[src/rtl/uart_write.sv]
//==============================================================================
// Module   : uart_write
// Brief    : Store-side MMIO controller. Decodes CPU stores into the MMIO
//            window, holds one TX byte behind a valid/ready handshake, owns the
//            cycle/instruction counters and pops the UART receiver on RX reads.
// Revision : 1.0 - initial release
//==============================================================================
`default_nettype none

module uart_write (
    input  logic        clk,
    input  logic        rst,
    input  logic        mmio_sel,
    input  logic [7:0]  addr,
    input  logic [3:0]  we,
    input  logic [31:0] wdata,
    input  logic        rd_en,
    input  logic        inst_valid,
    input  logic        tx_ready,
    output logic [7:0]  tx_data,
    output logic        tx_valid,
    output logic        rx_ready,
    output logic        tx_overrun,
    output logic [31:0] cyc_count,
    output logic [31:0] inst_count
);

    localparam logic [7:0] c_ADDR_RXDATA = 8'h04;
    localparam logic [7:0] c_ADDR_TXDATA = 8'h08;
    localparam logic [7:0] c_ADDR_CNTRST = 8'h18;

    typedef enum logic [0:0] {
        EMPTY = 1'b0,
        FULL  = 1'b1
    } tx_state_t;

    tx_state_t   state_q, state_d;
    logic [7:0]  tx_data_q, tx_data_d;
    logic        overrun_q, overrun_d;
    logic        rx_ready_q;
    logic [31:0] cyc_q, cyc_d;
    logic [31:0] inst_q, inst_d;

    // Access decode; only byte lane 0 matters for the TX register.
    logic w_tx_store;
    logic w_cnt_rst;
    logic w_rx_read;

    assign w_tx_store = mmio_sel & (addr == c_ADDR_TXDATA) & we[0];
    assign w_cnt_rst  = mmio_sel & (addr == c_ADDR_CNTRST) & (we != 4'b0000);
    assign w_rx_read  = mmio_sel & rd_en & (addr == c_ADDR_RXDATA);

    // TX holding register state, data, overrun flag and the RX pop pulse.
    always_ff @(posedge clk or posedge rst) begin
        if (rst) begin
            state_q    <= EMPTY;
            tx_data_q  <= 8'h00;
            overrun_q  <= 1'b0;
            rx_ready_q <= 1'b0;
        end else begin
            state_q    <= state_d;
            tx_data_q  <= tx_data_d;
            overrun_q  <= overrun_d;
            rx_ready_q <= w_rx_read;
        end
    end

    // Next-state logic: a byte leaves on valid&ready; a store into a FULL
    // register that is not draining this cycle is dropped and flagged.
    always_comb begin
        state_d   = state_q;
        tx_data_d = tx_data_q;
        overrun_d = overrun_q;
        case (state_q)
            EMPTY: begin
                if (w_tx_store) begin
                    tx_data_d = wdata[7:0];
                    state_d   = FULL;
                end
            end
            FULL: begin
                if (tx_ready) begin
                    if (w_tx_store) begin
                        tx_data_d = wdata[7:0];
                    end else begin
                        state_d = EMPTY;
                    end
                end else if (w_tx_store) begin
                    overrun_d = 1'b1;
                end
            end
            default: begin
                state_d = EMPTY;
            end
        endcase
        if (w_cnt_rst) begin
            overrun_d = 1'b0;
        end
    end

    // Counter next values; the counter-reset store beats any increment.
    always_comb begin
        cyc_d  = cyc_q + 32'd1;
        inst_d = inst_valid ? (inst_q + 32'd1) : inst_q;
        if (w_cnt_rst) begin
            cyc_d  = 32'd0;
            inst_d = 32'd0;
        end
    end

    // Cycle and retired-instruction counter registers.
    always_ff @(posedge clk or posedge rst) begin
        if (rst) begin
            cyc_q  <= 32'd0;
            inst_q <= 32'd0;
        end else begin
            cyc_q  <= cyc_d;
            inst_q <= inst_d;
        end
    end

    assign tx_data    = tx_data_q;
    assign tx_valid   = (state_q == FULL);
    assign tx_overrun = overrun_q;
    assign rx_ready   = rx_ready_q;
    assign cyc_count  = cyc_q;
    assign inst_count = inst_q;

endmodule

`default_nettype wire

[config.mk]
export PLATFORM = sky130hd
export DESIGN_NAME = uart_write
export DESIGN_NICKNAME = d
export VERILOG_FILES = /design/src/rtl/uart_write.sv
export SDC_FILE = /design/constraint.sdc
export NUM_CORES = 1
export LEC_CHECK = 0
export CAP_MARGIN = 20
export CELL_PAD_IN_SITES_DETAIL_PLACEMENT = 0
export CELL_PAD_IN_SITES_GLOBAL_PLACEMENT = 2
export CORE_AREA = 2 2 120 122
export CTS_BUF_LIST = sky130_fd_sc_hd__clkbuf_16
export DETAILED_ROUTE_END_ITERATION = 6
export DIE_AREA = 0 0 122 124
export HOLD_SLACK_MARGIN = 0.03
export PLACE_DENSITY_LB_ADDON = 0.08
export SYNTH_ARGS = -nofsm -noshare
export SYNTH_HDL_FRONTEND = slang
export SYNTH_SLANG_ARGS = --single-unit
[constraint.sdc]
create_clock -name clk -period 2.9 [get_ports clk]
set_input_delay 0.29 -clock clk [delete_from_list [all_inputs] [get_ports clk]]
set_output_delay 0.29 -clock clk [all_outputs]
set_load 0.005 [all_outputs]
== Word level (Yosys, flattened, before mapping) ==
Cells that the tools add are included.
Storage, ports and cells
  output and inout port bits: 75
  logic and storage cells: 38
  bits in registers: 75
Operators by class
  bitwise operators: 7
  equality and inequality tests: 5
  reductions and logical operators: 5
  mux-type cells: 13
  add/sub/neg operators: 2
Operators with widths (count)
  32-bit 2-to-1 mux: 3
  32-bit by 1-bit adder with 32-bit output, second input constant: 2
  8-bit 2-to-1 mux: 2
  8-bit one-hot mux with 2 select lines: 1
  8-bit by 3-bit equality test with 1-bit output, second input constant: 1
  8-bit by 4-bit equality test with 1-bit output, second input constant: 1
  8-bit by 5-bit equality test with 1-bit output, second input constant: 1
  1-bit bitwise AND: 6
  1-bit 2-to-1 mux: 6
  2-bit nonzero test: 3
  4-bit nonzero test: 1
  3-bit AND reduction: 1
  2-bit by 1-bit inequality test with 1-bit output, second input constant: 1
  2-bit inequality test, second input constant: 1
  1-bit one-hot mux with 2 select lines: 1
  1-bit NOT: 1

== Depth between registers and ports, before layout ==
  depth in word-level cells: 7
  mapped depth: 6

== Worst setup path after synthesis ==
OpenSTA, ideal clock, no wires.
  kind: reg2reg
  start point: register inst_q[0], in the netlist inst_count[0]
  end point: register inst_q[22], in the netlist inst_count[22]
  setup time: 0.077 ns
  arrival time: 2.081 ns
  cell stages (with the launch flop): 7
  required time: 2.823 ns
  path buffers: 1
  slack: 0.742 ns
  cell sequence: dfrtp_1 -> ha_1 -> nand4_4 -> or4_4 -> buf_6 -> or4_1 -> a21oi_1
On the way
  longest elaborated chain between the ends: 3
RTL lines
  start, declared: RTL line 42  | logic [31:0] inst_q, inst_d;
  start signal, assigned: RTL line 118  | inst_q <= inst_d;
  32-bit by 1-bit adder with 32-bit output: RTL line 104  | inst_d = inst_valid ? (inst_q + 32'd1) : inst_q;
  32-bit 2-to-1 mux: RTL line 104
  32-bit 2-to-1 mux: RTL line 105  | if (w_cnt_rst) begin
No other way between the ends. The select of a mux whose other input is x is not followed.
A chain may end at the register's enable or synchronous reset.

== Worst setup path in the final report ==
  start point: register cyc_q[5], in the netlist cyc_count[5]
  end point: register cyc_q[21], in the netlist cyc_count[21]
On the way
  longest elaborated chain between the ends: 2
RTL lines
  start, declared: RTL line 41  | logic [31:0] cyc_q, cyc_d;
  start signal, assigned: RTL line 117  | cyc_q <= cyc_d;
  32-bit by 1-bit adder with 32-bit output: RTL line 103  | cyc_d = cyc_q + 32'd1;
  32-bit 2-to-1 mux: RTL line 105
  via cyc_d[21]: RTL line 41
The timed path passes the listed nets, and every way through them passes these cells.

==> flow_metrics.env <==
export IMPL_status="complete, no violations"
export IMPL_synth_nets=440
export IMPL_critPathTopFamily="simple AND/OR/NAND/NOR gates"
export IMPL_crit_slowest_cell="or4_1"
export IMPL_ys_seq_elements=75
export IMPL_start_util=0.278
export IMPL_ys_types=39
export IMPL_grt_usage=0.154
export IMPL_synth_edf_count=0
export IMPL_path_clk_slew_ns=0.06
export IMPL_tritoncts="done"
export IMPL_r2r_start="cyc_count[5]$_DFF_PP0_"
export IMPL_grt_pass1_vias=3391
export IMPL_vias=3396
export IMPL_drt_iter0_drc=140
export IMPL_peakVddDrop_uv=357
export IMPL_mostFrequentLayoutCell="clkdlybuf4s50_1"
export IMPL_wl_met1_um=5190
export IMPL_syn_cell_area_mm2=0.00382
export IMPL_finalCritPeriodShare=0.816
export IMPL_diodes=0
export IMPL_fin_nets=543
export IMPL_crit_fanout=21
export IMPL_max_stage_delay_ns=0.90
export IMPL_fmax_mhz=423
export IMPL_syn_area_per_cell_um2=9.84
export IMPL_leakagePower_nw=2.04
export IMPL_path_buf_inv=0
export IMPL_synthArstFlopShare=1.00
export IMPL_highest_layer="met4"
export IMPL_critPathLaunchType="flop"
export IMPL_die_area_mm2=0.0151
export IMPL_slew_viol_final=0
export IMPL_cts_buffers=9
export IMPL_yosys_warnings=0
export IMPL_area_growth_pct=38.5
export IMPL_drcViolationCount=0
export IMPL_drive_gt1_frac=0.0726
export IMPL_num_rows=43
export IMPL_hpwl_um=7270
export IMPL_placedCellCount=660
export IMPL_final_cells=676
export IMPL_power_w=0.00295
export IMPL_crit_path_end_kind="flop"
export IMPL_antenna_left=0
export IMPL_tightestPinTransition_ns=0.733
export IMPL_hold_buffers=0
export IMPL_root_buffer="clkbuf_16"
export IMPL_htree_levels=3
export IMPL_cp_required_ns=3.16
export IMPL_hold_class="primary input to asynchronous set/reset pin"
export IMPL_die_w_um=122
export IMPL_cp_cell_sequence="nand3_1 > or4_1 > or4_1 > a21oi_1"
export IMPL_max_cap_violations=0
export IMPL_report_final_hold_viol_count=0
export IMPL_fin_skew_ns=0.00716
export IMPL_clkLatencyLatePin_ns=0.34
export IMPL_pin_count=125
export IMPL_wire_per_inst_um=16.0
export IMPL_cp_arrival_ns=2.63
export IMPL_met2_length_um=4960
export IMPL_io_buffers=100
export IMPL_grt_pass1_wl_um=18100
export IMPL_antenna_found_initial=0
export IMPL_core_mm2=0.0137
export IMPL_setup_tns_final_ns=0
export IMPL_cts_buffer_depth=2
export IMPL_gr_total_overflow=0
export IMPL_routed_wl_met3_um=500
export IMPL_firstDrtPassIters=4
export IMPL_rsz0062_at_grt="false"
export IMPL_ys_flop_type="dfrtp_1"
export IMPL_synthCells=388
export IMPL_setup_viol=0
export IMPL_post_cts_resized=0
export IMPL_post_cts_buffers=0
export IMPL_final_util=0.385
export IMPL_cp_common_cell="or4_1"
export IMPL_grt_max_degree=76
export IMPL_cp_startpoint="cyc_count[5]$_DFF_PP0_"
export IMPL_cts_sinks=75
export IMPL_worstSetupPathType="flop to flop"
export IMPL_powerDensity_mw_per_mm2=558
export IMPL_die_h_um=124
export IMPL_final_cell_mix="clkdlybuf4s50_1, dfrtp_1, a21oi_1"
export IMPL_vias_per_cell=5.02
export IMPL_slew_headroom=0.510
export IMPL_drt_wl_total_um=10800
export IMPL_fin_crit_ns=2.37
export IMPL_yosysSeqAreaShare=0.491
export IMPL_gp_congestion=0.702
-- registers in the layout, summed over array words and instances, names as in the netlist --
name and count:
cyc_count 32, inst_count 32, rx_ready 1, tx_data 8
tx_overrun 1, tx_valid 1
-- cells in the mapped netlist, types with 10 or more instances --
master | n | area share
o21ai_0 | 14 | 0.018
or3_1 | 15 | 0.025
nand2_1 | 28 | 0.028
nand3_1 | 20 | 0.026
nor4_1 | 10 | 0.016
nand4_1 | 16 | 0.026
dfrtp_1 | 75 | 0.49
nor2_1 | 25 | 0.025
a21oi_1 | 34 | 0.045
xnor2_1 | 14 | 0.032
or4_1 | 29 | 0.057
clkbuf_1 | 12 | 0.012
o31ai_1 | 20 | 0.039
-- power by group --
part | total, W | internal, W | leakage, nW | switching [W]
Combinational | 0.000592 | 0.000358 | 0.944 | 0.000234
Clock | 0.000998 | 0.000561 | 0.138 | 0.000437
Sequential | 0.00136 | 0.00117 | 0.956 | 0.000194
-- cell families after synthesis --
family,Yosys count,synth area share
multiplexers,13,0.0367
AND/OR/NAND/NOR,179,0.274
adder cells (fa/ha/maj),2,0.00655
buffers and inverters,25,0.0308
XOR/XNOR,21,0.0482
flip-flops,75,0.491
AO/OA/AOI/OAI,73,0.112
-- worst min-delay path, cell delays in order --
cell and delay, ns:
clkdlybuf4s50_1 0.41, inv_2 0.07, buf_12 0.35
-- final timing paths --
check	to	slack, ns	cells past startpoint
worst max-delay path	cyc_count[21]$_DFF_PP0_	0.53	4
worst min-delay path	cyc_count[28]$_DFF_PP0_	0.38	3
worst max register to register	cyc_count[21]$_DFF_PP0_	0.53	4
worst min register to register	tx_overrun$_DFFE_PP0P_	0.49	1
max in group asynchronous	inst_count[4]$_DFFE_PP0P_	2.18	3
min in group clk	tx_overrun$_DFFE_PP0P_	0.49	1
-- cell type report --
class | count | area [um^2]
inverter | 9 | 33.8
clock buffer | 9 | 225
multi-input combinational | 288 | 1830
tap | 180 | 225
fill | 1410 | 8430
sequential | 75 | 1880
clock inverter | 7 | 28.8
timing repair buffer | 108 | 1070
-- per-stage QoR --
step	instance area (um^2)	hold WS (ns)	setup WS, ns
floorplan	3820	0.442	0.700
global placement	5030	0.476	0.444
detailed placement	5030	0.484	0.405
CTS	5290	0.401	0.540
global route	5290	0.428	0.332
finish	5290	0.383	0.533
-- per-layer routing --
metal,global-route usage,vias up
li1,-,1669
met1,0.210,1640
met2,0.240,76
met3,0.0316,11
met4,0.0603,0
met5,0,-
Note: power is estimated with default switching activity, not from simulation.
